### config.mk
export PLATFORM = sky130hd
export DESIGN_NAME = ps2_host_tx
export DESIGN_NICKNAME = d
export VERILOG_FILES = /design/src/rtl/ps2_host_tx.sv
export SDC_FILE = /design/constraint.sdc
export NUM_CORES = 1
export LEC_CHECK = 0
export CAP_MARGIN = 10
export CORE_ASPECT_RATIO = 0.5
export CORE_UTILIZATION = 55
export CTS_CLUSTER_DIAMETER = 150
export DETAILED_ROUTE_END_ITERATION = 16
export GPL_TIMING_DRIVEN = 0
export PLACE_DENSITY_LB_ADDON = 0.12
export SYNTH_ARGS = -nofsm -noshare
export SYNTH_HDL_FRONTEND = slang
export SYNTH_SLANG_ARGS = --single-unit
export TNS_END_PERCENT = 20
### constraint.sdc
create_clock -name CLOCK_50 -period 3.54 [get_ports CLOCK_50]
set_clock_uncertainty 0.1 [all_clocks]
set_input_delay 0.708 -clock CLOCK_50 [delete_from_list [all_inputs] [get_ports CLOCK_50]]
set_output_delay 0.708 -clock CLOCK_50 [all_outputs]
set_load 0.01 [all_outputs]
### src/rtl/ps2_host_tx.sv
// PS/2 host-to-device transmitter: request-to-send, 11-bit frame
// on the device clock, ACK check and timeout.
module ps2_host_tx #(
  parameter int INHIBIT_CYCLES = 5000,
  parameter int TIMEOUT_CYCLES = 750000
) (
  input  logic       CLOCK_50,
  input  logic       reset,
  input  logic       start,
  input  logic [7:0] tx_byte,
  input  logic       PS2_CLK,
  input  logic       PS2_DAT,
  output logic       ps2_clk_drive_low,
  output logic       ps2_dat_drive_low,
  output logic       busy,
  output logic       done,
  output logic       error
);

  localparam int IW = $clog2(INHIBIT_CYCLES + 1);
  localparam int TW = $clog2(TIMEOUT_CYCLES + 1);
  localparam logic [IW-1:0] INH_LAST = IW'(INHIBIT_CYCLES - 1);
  localparam logic [TW-1:0] TO_LAST  = TW'(TIMEOUT_CYCLES - 1);

  typedef enum logic [2:0] {
    S_IDLE,
    S_INHIBIT,
    S_REQ,
    S_SEND,
    S_ACK,
    S_WAIT
  } state_t;

  state_t          state_q;
  logic [8:0]      shift_q;
  logic [3:0]      edge_q;
  logic [IW-1:0]   inh_q;
  logic [TW-1:0]   to_q;
  logic            clk_dl_q;
  logic            dat_dl_q;
  logic            busy_q;
  logic            done_q;
  logic            err_q;

  logic clk_s1_q, clk_s2_q, clk_prev_q;
  logic dat_s1_q, dat_s2_q;
  logic clk_fall_d;
  logic running_d;
  logic timeout_d;

  assign clk_fall_d = clk_prev_q & ~clk_s2_q;
  assign running_d  = (state_q == S_SEND) ||
                      (state_q == S_ACK)  ||
                      (state_q == S_WAIT);
  assign timeout_d  = running_d && (to_q == TO_LAST);

  // Two-flop synchronisers plus one delay stage for edge detection.
  always_ff @(posedge CLOCK_50) begin
    if (reset) begin
      clk_s1_q   <= 1'b1;
      clk_s2_q   <= 1'b1;
      clk_prev_q <= 1'b1;
      dat_s1_q   <= 1'b1;
      dat_s2_q   <= 1'b1;
    end else begin
      clk_s1_q   <= PS2_CLK;
      clk_s2_q   <= clk_s1_q;
      clk_prev_q <= clk_s2_q;
      dat_s1_q   <= PS2_DAT;
      dat_s2_q   <= dat_s1_q;
    end
  end

  // Transfer sequencer with registered pin drives and status pulses.
  always_ff @(posedge CLOCK_50) begin
    if (reset) begin
      state_q  <= S_IDLE;
      shift_q  <= '0;
      edge_q   <= '0;
      inh_q    <= '0;
      to_q     <= '0;
      clk_dl_q <= 1'b0;
      dat_dl_q <= 1'b0;
      busy_q   <= 1'b0;
      done_q   <= 1'b0;
      err_q    <= 1'b0;
    end else begin
      done_q <= 1'b0;
      err_q  <= 1'b0;
      if (timeout_d) begin
        state_q  <= S_IDLE;
        clk_dl_q <= 1'b0;
        dat_dl_q <= 1'b0;
        busy_q   <= 1'b0;
        err_q    <= 1'b1;
      end else begin
        if (running_d) to_q <= to_q + TW'(1);
        unique case (state_q)
          S_IDLE: begin
            clk_dl_q <= 1'b0;
            dat_dl_q <= 1'b0;
            busy_q   <= 1'b0;
            if (start) begin
              shift_q  <= {~^tx_byte, tx_byte};
              inh_q    <= '0;
              clk_dl_q <= 1'b1;
              busy_q   <= 1'b1;
              state_q  <= S_INHIBIT;
            end
          end
          S_INHIBIT: begin
            if (inh_q == INH_LAST) begin
              dat_dl_q <= 1'b1;
              state_q  <= S_REQ;
            end else begin
              inh_q <= inh_q + IW'(1);
            end
          end
          S_REQ: begin
            clk_dl_q <= 1'b0;
            edge_q   <= '0;
            to_q     <= '0;
            state_q  <= S_SEND;
          end
          S_SEND: begin
            if (clk_fall_d) begin
              edge_q <= edge_q + 4'd1;
              if (edge_q == 4'd9) begin
                dat_dl_q <= 1'b0;
                state_q  <= S_ACK;
              end else begin
                dat_dl_q <= ~shift_q[0];
                shift_q  <= shift_q >> 1;
              end
            end
          end
          S_ACK: begin
            if (clk_fall_d) begin
              if (dat_s2_q) begin
                clk_dl_q <= 1'b0;
                dat_dl_q <= 1'b0;
                busy_q   <= 1'b0;
                err_q    <= 1'b1;
                state_q  <= S_IDLE;
              end else begin
                state_q <= S_WAIT;
              end
            end
          end
          S_WAIT: begin
            if (clk_s2_q && dat_s2_q) begin
              clk_dl_q <= 1'b0;
              dat_dl_q <= 1'b0;
              busy_q   <= 1'b0;
              done_q   <= 1'b1;
              state_q  <= S_IDLE;
            end
          end
          default: state_q <= S_IDLE;
        endcase
      end
    end
  end

  assign ps2_clk_drive_low = clk_dl_q;
  assign ps2_dat_drive_low = dat_dl_q;
  assign busy              = busy_q;
  assign done              = done_q;
  assign error             = err_q;

endmodule
# After elaboration in Yosys (flattened, before gate mapping)
# Cells that the tools add are included.
[totals]
ff_bits = 59
in_bits = 13
out_inout_bits = 5
elab_cells = 97
[classes]
addsub = 3
n_eq_ne = 17
muxes = 34
bitwise_logic = 5
reduce_logical = 23
[ops]
columns = ["cell", "count"]
rows = [
  ["two-way mux 20 bit", 2],
  ["two-way mux 9 bit", 3],
  ["two-way mux 13 bit", 2],
  ["case mux 13 bit (2 select lines)", 1],
  ["two-way mux 3 bit", 7],
  ["adder 20 x 1 -> 20 bit (second input constant)", 1],
  ["equality test 20 bit (second input constant)", 1],
  ["case mux 3 bit (6 select lines)", 1],
  ["case mux 9 bit (2 select lines)", 1],
  ["!= test 2 bit (second input constant)", 7],
  ["adder 13 x 1 -> 13 bit (second input constant)", 1],
  ["equality test 13 bit (second input constant)", 1],
  ["two-way mux 1 bit", 12],
  ["AND reduction 4 bit", 3],
  ["AND reduction 6 bit", 2],
  ["case mux 4 bit (2 select lines)", 1],
  ["nonzero test 2 bit", 4],
  ["XNOR reduction 8 bit", 1],
  ["equality test 3 x 2 -> 1 bit (second input constant)", 2],
  ["equality test 3 bit (second input constant)", 2],
  ["case mux 1 bit (5 select lines)", 1],
  ["AND reduction 5 bit", 1],
  ["nonzero test 5 bit", 1],
  ["adder 4 x 1 -> 4 bit (second input constant)", 1],
  ["17 further kinds", 23],
]

# Depth between registers and ports, before layout
# Gate-level depths: netlist (run 1).
[logic_depth]
word_depth = 6
ltp_mapped = 9
depth_no_buf = 7

# Worst setup path after synthesis (run 1)
# No wires, ideal clock.
[synth_path]
path_type = "flip-flop to flip-flop"
start = "register edge_q[1]"
end = "register shift_q[4]"
setup_ns = 0.091
arrival_time_ns = 1.830
required_time_ns = 3.349
setup_slack_ns = 1.519
stages_incl_launch_ff = 9
n_path_buf = 1
period_less_slack_ns = 2.021
path_cell_list = "dfxtp_1 inv_1 ha_1 and3b_1 or3b_1 a21oi_4 buf_6 a21oi_1 a311oi_1"
[synth_via]
elab_chain_len = 3
[synth_rtl]
columns = ["element", "line", "text"]
rows = [
  ["start, declared", "36", "logic [3:0] edge_q;"],
  ["start signal, assigned", "127", "edge_q <= edge_q + 4'd1;"],
  ["equality test 4 bit", "128", "if (edge_q == 4'd9) begin"],
  ["!= test 2 bit (no source line)", "--", ""],
  ["AND reduction 5 bit (no source line)", "--", ""],
  ["end signal, assigned", "104", "shift_q <= {~^tx_byte, tx_byte};"],
  ["end signal, assigned", "133", "shift_q <= shift_q >> 1;"],
  ["end, declared", "35", "logic [8:0] shift_q;"],
]
# Every way passes these cells.
# A chain may end at the register's enable or synchronous reset.

# Worst setup path after layout (run 1)
# Same ends and word-level chain as after synthesis.

==> results of run 1 <==
registers in the layout, indices dropped and copies added, names as in the netlist:
register	cells
ps2_dat_drive_low	1
edge_q	4
busy	1
error	1
done	1
state_q	3
clk_s1_q	1
dat_s2_q	1
clk_s2_q	1
inh_q	13
to_q	20
shift_q	9
ps2_clk_drive_low	1
dat_s1_q	1
clk_prev_q	1
per-stage QoR:
step / cells / total power [mW] / util, % / area, um2 / hold slack [ns]
3_5_place_dp: 442 / 1.084 / 65.24 / 3379 / 0.2959
2_1_floorplan: 355 / 0.9927 / - / 3122 / 0.2895
4_1_cts: 457 / 1.894 / 70.65 / 3660 / 0.3137
3_3_place_gp: 442 / 1.073 / 65.24 / 3379 / 0.2976
6_report: 457 / 1.883 / 70.65 / 3660 / 0.3136
5_1_grt: 457 / 1.965 / 70.65 / 3660 / 0.3342
path summary, 6_finish.rpt:
check | from | end | slack [ns] | cells past startpoint
worst max-delay path | edge_q[1]$_SDFFE_PP0P_ | shift_q[4]$_SDFFE_PP0P_ | 1.27 | 8
worst min-delay path | dat_s1_q$_SDFF_PP1_ | dat_s2_q$_SDFF_PP1_ | 0.31 | 1
worst max register to register | edge_q[1]$_SDFFE_PP0P_ | shift_q[4]$_SDFFE_PP0P_ | 1.27 | 8
worst min register to register | dat_s1_q$_SDFF_PP1_ | dat_s2_q$_SDFF_PP1_ | 0.31 | 1
logic make-up after synthesis:
group / Yosys count
compound gates: 92
simple gates: 145
flops: 59
mux: 9
xor+xnor: 21
fa+ha+maj: 4
buf+inv: 25
critical path, delay by kind of cell, from the launching register on:
kind | cells | cell delay, ns
and+or+nand+nor | 2 | 0.68
AOI/OAI and AO/OA | 3 | 0.63
DFF | 1 | 0.36
buffers and inverters | 2 | 0.25
adders and majority gates | 1 | 0.16
area by class of cell:
type	instances	area share (%)
Multi-Input combinational cell	271	48.75
Inverter	6	0.6154
Clock buffer	13	7.385
Clock inverter	2	0.2735
Tap cell	70	2.393
Timing Repair Buffer	17	4.650
Sequential cell	59	32.27
Buffer	19	3.658
power by group through the flow:
stage                     clock (mW)  sequential (mW)  combinational (mW)
after global routing           0.852            0.733               0.380
after global placement             0            0.740               0.333
after floorplan                    0            0.738               0.255
after CTS                      0.818            0.729               0.347
final                          0.801            0.730               0.352
after detailed placement           0            0.742               0.342
Yosys cell counts, drive strengths merged, types with 2 or more instances:
cell	count	area [um2]
nor4	6	65.06
or4	3	26.27
or4bb	3	33.78
and4	3	27.53
nor2b	3	18.77
a31oi	3	18.77
dfxtp	59	1181
xor2	3	26.28
xnor2	18	157.7
a21o	2	15.01
nor2	33	123.9
or4b	2	20.02
inv	6	22.52
o21a	2	15.01
a21boi	2	15.02
nand3	15	75.07
or2	5	31.28
and2	3	18.77
and3	4	26.28
nand3b	4	30.03
mux2i	9	90.09
nor3	14	81.33
a21oi	37	215.2
nor3b	3	22.52
a211oi	5	42.54
nand4	7	43.79
o21ai	19	113.9
a31o	2	17.52
ha	4	50.05
buf	7	58.80
a211o	2	17.52
nand2	21	78.83
clkbuf	12	75.07
or3	9	56.30
nand2b	2	12.51
a311oi	13	113.9
layer usage:
layer  vias to the layer above  part of all wire [%]  track usage, %
met1                      1339                    45           31.02
met4                         0                  0.93           10.04
met5                         -                     0               0
met2                        80                    49           41.41
li1                       1367                     -               -
met3                        10                   5.3           7.556
==> flow_summary.yaml, run 1 <==
power:
  p_sw_mw: 0.5074
  sequentialPowerShare_pct: 38.8
  leakagePower_nw: 1.248
  peakVddDrop_uv: 363.7
  p_sw_share_pct: 26.95
  powerDensity_nw_per_um2: 514.4
  internal_power_mw: 1.375
  p_clk_share_pct: 42.6
  combinationalPowerShare_pct: 18.7
timing:
  max_slew.worst_pin.slew_ns: 1.053
  slew-limit-headroom_pct: 29.16
  slew_violations: 0
  fin_tns_setup_ns: 0
  fin_ws_ns: 1.267
  hold_violations: 0
  post-route-period-util_pct: 64.21
  max_clock_freq_mhz: 439.9
  rsz0062_at_grt: "no"
  period_minus_slack_ns: 2.273
  setup_viol: 0
floorplan:
  coreArea_um2: 5180
  die_w_um: 108.5
  row_count: 18
  dieHeight_um: 55.27
  start_util_pct: 60.27
  die_area_um2: 5999
  io_pins: 18
cts:
  cts_sinks: 59
  clock_latency_ns: 0.33
  cts.htree.levels: 3
  cts_tree: "yes"
  cts_buffer_depth: 2
  post-cts-setup-buffer-count: 0
  path_clk_slew_ns: 0.05
  root_buffer: "clkbuf_16"
  cts_resized: 0
  cts_buffers: 9
  hold_buffers: 0
synth:
  synthDistinctLibCells: 63
  synth_compound_area_share_pct: 20.04
  synth_flop_cell: "dfxtp_1"
  yosysWarnings: 0
  synth_edf_count: 0
  synth_top_family_by_area: "simple AND/OR/NAND/NOR gates"
  postSynth.asyncResetShare_pct: 0
  syn_inst: 355
  syn_area_um2: 3122
  avgSynthCellArea_um2: 8.794
  synthXorXnorAreaFrac_pct: 5.892
  ys_ff_latch: 59
  syn-num-nets: 372
  synth_simple_gate_area_share_pct: 26.73
  muxShareOfSynthArea_pct: 2.886
  synth-seq-area-share_pct: 37.84
  synthAdderAreaFrac_pct: 1.603
global_route:
  grt_pass1_wl_mm: 11.70
  grt-ovfl-total: 0
  grt.total_usage_pct: 25.25
  grt_pass1_vias: 2549
  grt_max_degree: 11
  antenna_found_initial: 0
critical_path:
  crit_path_max_incr_delay_ns: 0.44
  crit_chain: "inv_1 -> ha_1 -> and3b_1 -> or3b_1 -> a21oi_4 -> buf_6 -> a21oi_1 -> a311oi_1"
  worstPathArrival_ns: 2.41
  worstPathRequired_ns: 3.67
  worstSetupPathType: "reg2reg"
  endpoint_kind: "flip-flop"
  cp-start-kind: "flip-flop"
  crit_path_max_fanout: 10
  slowest_stage: "or3b_1"
cells_and_area:
  final_cell_mix: "59 x dfxtp_1, 33 x nor2_1, 31 x a21oi_1"
  regArea_um2: 1181
  final_nets: 400
  layout_commonest_cell: "dfxtp_1"
  drive_above_1_share_pct: 13.44
  multi_input_area_um2: 1784
  diodes: 0
  area_growth_pct: 17.23
  fillCellCount: 412
route:
  final_antenna_net_count: 0
  wl_mm: 7.124
  drc: 0
  wire_per_inst_um: 15.59
  vias: 2796
  first_pass_iters: 4
  drt_iter0_drc: 201
  vias_per_cell: 6.118
placed_design:
  gp_congestion: 0.8345
  io_buffers: 17
  post-place-ws_ns: 1.038
  hpwl_mm: 4.941
worst_hold_path:
  hp-class: "reg2reg"
job:
  drv_cap: 0
run_status:
  status: "finished, final reports clean"
Power figures use the tool's default switching activity.
==> run 2, diff against run 1 <==
==> constraint.sdc (replaced) <==
create_clock -name CLOCK_50 -period 2.4 [get_ports CLOCK_50]
set_clock_uncertainty 0.1 [all_clocks]
set_input_delay 0.48 -clock CLOCK_50 [delete_from_list [all_inputs] [get_ports CLOCK_50]]
set_output_delay 0.48 -clock CLOCK_50 [all_outputs]
set_load 0.01 [all_outputs]
==> results of run 2 <==
Same layout as run 1 (identical final DEF). Status: finished, final reports clean.
Among the figures that moved: setup slack after placement 1.038 ns -> 0.1261 ns; setup slack after layout 1.267 ns -> 0.1270 ns; register-to-register setup slack 1.27 ns -> 0.13 ns; total power 1.883 mW -> 2.777 mW; worst IR drop on VDD 363.7 uV -> 536.4 uV
==> run 3, diff against run 2 <==
--- a/config.mk
+++ b/config.mk
@@ -7,11 +7,13 @@
 export LEC_CHECK = 0
 export CAP_MARGIN = 10
 export CORE_ASPECT_RATIO = 0.5
+export CORE_MARGIN = 2
 export CORE_UTILIZATION = 55
 export CTS_CLUSTER_DIAMETER = 150
 export DETAILED_ROUTE_END_ITERATION = 16
 export GPL_TIMING_DRIVEN = 0
 export PLACE_DENSITY_LB_ADDON = 0.12
+export SLEW_MARGIN = 10
 export SYNTH_ARGS = -nofsm -noshare
 export SYNTH_HDL_FRONTEND = slang
 export SYNTH_SLANG_ARGS = --single-unit
==> run 3 against run 2 <==
  * First-iteration DRC count decreased by 22%
  * Clock-buffer cell count did not move
  * Sequential share of layout area up 0.23 points
  * Die area up 5.5%
  * Fmax increased by 1.7%
  * Critical path type unchanged
  * Largest power group unchanged
  * Highest routed layer unchanged
==> flow_summary.yaml, run 3 (synthesis gave the netlist of run 1 again) <==
run_status:
  status: "finished, final reports clean"
critical_path:
  worstPathRequired_ns: 2.54
  reg2regPathDepth: 8
  worstPathArrival_ns: 2.37
  r2r_start: "edge_q[1]$_SDFFE_PP0P_"
  worstSetupPathDepth: 8
  crit_path_max_incr_delay_ns: 0.44
  crit_chain: "inv_1 -> ha_1 -> and3b_1 -> or3b_1 -> a21oi_4 -> buf_6 -> a21oi_1 -> a311oi_1"
  rr_endpoint: "shift_q[4]$_SDFFE_PP0P_"
  crit_path_max_fanout: 10
  endpoint_kind: "flip-flop"
  slowest_stage: "or3b_1"
  cp-start-kind: "flip-flop"
  crit_buf_inv: 2
  r2r_slack_ns: 0.17
  crit_family: "simple AND/OR/NAND/NOR gates"
  worstSetupPathType: "reg2reg"
placed_design:
  io_buffers: 17
  gp_congestion: 0.8174
  post-place-ws_ns: 0.1097
  hpwl_mm: 4.784
timing:
  hold_violations: 0
  period_minus_slack_ns: 2.234
  slew-limit-headroom_pct: 32.64
  fin_tns_setup_ns: 0
  setup_viol: 0
  post-route-period-util_pct: 93.09
  max_clock_freq_mhz: 447.6
  slew_violations: 0
  max_slew.worst_pin.slew_ns: 1.001
  fin_ws_ns: 0.1658
  rsz0062_at_grt: "no"
power:
  p_sw_mw: 0.7315
  sequentialPowerShare_pct: 39.9
  powerDensity_nw_per_um2: 742.0
  peakVddDrop_uv: 483.7
  internal_power_mw: 1.965
  leakagePower_nw: 1.229
  combinationalPowerShare_pct: 18.9
  p_sw_share_pct: 27.13
  p_clk_share_pct: 41.2
job:
  drv_cap: 0
route:
  wire_per_inst_um: 14.82
  final_antenna_net_count: 0
  drt_iter0_drc: 156
  wl_mm: 6.786
  vias_per_cell: 5.974
  vias: 2736
  drc: 0
  first_pass_iters: 6
floorplan:
  io_pins: 18
  dieHeight_um: 57.27
  coreArea_um2: 5468
  die_area_um2: 6331
  start_util_pct: 57.09
  die_w_um: 110.5
  row_count: 19
global_route:
  grt_pass1_wl_mm: 11.61
  grt_max_degree: 11
  grt-ovfl-total: 0
  grt.total_usage_pct: 23.11
  grt_pass1_vias: 2530
  antenna_found_initial: 0
cts:
  root_buffer: "clkbuf_16"
  cts_resized: 0
  path_clk_slew_ns: 0.05
  cts_buffer_depth: 2
  cts.htree.levels: 3
  cts_buffers: 9
  hold_buffers: 0
  post-cts-setup-buffer-count: 0
  cts_tree: "yes"
  clock_latency_ns: 0.33
  cts_sinks: 59
cells_and_area:
  regMostFlops: "to_q"
  final_cell_mix: "59 x dfxtp_1, 33 x nor2_1, 31 x a21oi_1"
  postLayoutCoreUtil_pct: 66.45
  drive_above_1_share_pct: 12.47
  diodes: 0
  largest_reg_flops: 20
  layout_commonest_cell: "dfxtp_1"
  reg_top3: "to_q (20), inh_q (13), shift_q (9)"
  area_growth_pct: 16.39
  final_nets: 400
worst_hold_path:
  hold_path_depth: 1
  hold_start: "dat_s1_q$_SDFF_PP1_"
  hp-class: "reg2reg"
  hold_path_end: "dat_s2_q$_SDFF_PP1_"
==> run 3: changes by cell type in the layout (fill, tap and decap cells not counted) <==
cell      change
clkbuf_1      +2
clkbuf_8      -2
clkinv_2      -2
==> run 3: stage by stage <==
step	instances	area (um2)	hold WS (ns)	power (mW)
detailed placement	445	3383	0.2933	1.600
floorplan	355	3122	0.2895	1.464
CTS	458	3633	0.3065	2.719
global route	458	3633	0.3141	2.811
finish	458	3633	0.3069	2.696
global placement	445	3383	0.2979	1.587
==> run 3: worst reg2reg max path: stages, from the launching register on <==
cell and delay, ns:
dfxtp_1 0.36, inv_1 0.06, ha_1 0.16, and3b_1 0.23
or3b_1 0.44, a21oi_4 0.31, buf_6 0.19, a21oi_1 0.07
a311oi_1 0.22
==> run 3: cell type report <==
cell class	count	area [um2]
sequential	59	1181
multi-input combinational	271	1784
clock buffer	13	250.2
tap	73	91.34
fill	456	1834
inverter	6	22.52
buffer	19	133.9
timing repair buffer	17	170.2
==> run 3: worst max-delay path by stage <==
stage | start | endpoint | slack, ns
finish | edge_q[1]$_SDFFE_PP0P_ | shift_q[4]$_SDFFE_PP0P_ | 0.17
global placement | start | inh_q[1]$_SDFFE_PP0P_ | 0.1
detailed placement | start | inh_q[1]$_SDFFE_PP0P_ | 0.11
global route | edge_q[1]$_SDFFE_PP0P_ | shift_q[4]$_SDFFE_PP0P_ | 0.02
floorplan | edge_q[1]$_SDFFE_PP0P_ | shift_q[4]$_SDFFE_PP0P_ | 0.38
CTS | edge_q[1]$_SDFFE_PP0P_ | shift_q[4]$_SDFFE_PP0P_ | 0.17
==> run 3: power by group through the flow <==
stage / sequential, mW / clock [mW] / combinational, mW
floorplan: 1.09 / 0 / 0.375
detailed placement: 1.09 / 0 / 0.505
global route: 1.08 / 1.17 / 0.559
CTS: 1.08 / 1.13 / 0.509
global placement: 1.09 / 0 / 0.496
finish: 1.08 / 1.11 / 0.509
==> run 3: metal layers <==
metal	GRT usage (%)	vias to the layer above	wire length (um)
met5	0	-	0
met4	8.214	0	84
met3	7.651	11	273
met2	39.09	48	3262
met1	28.29	1317	3165
li1	-	1360	-
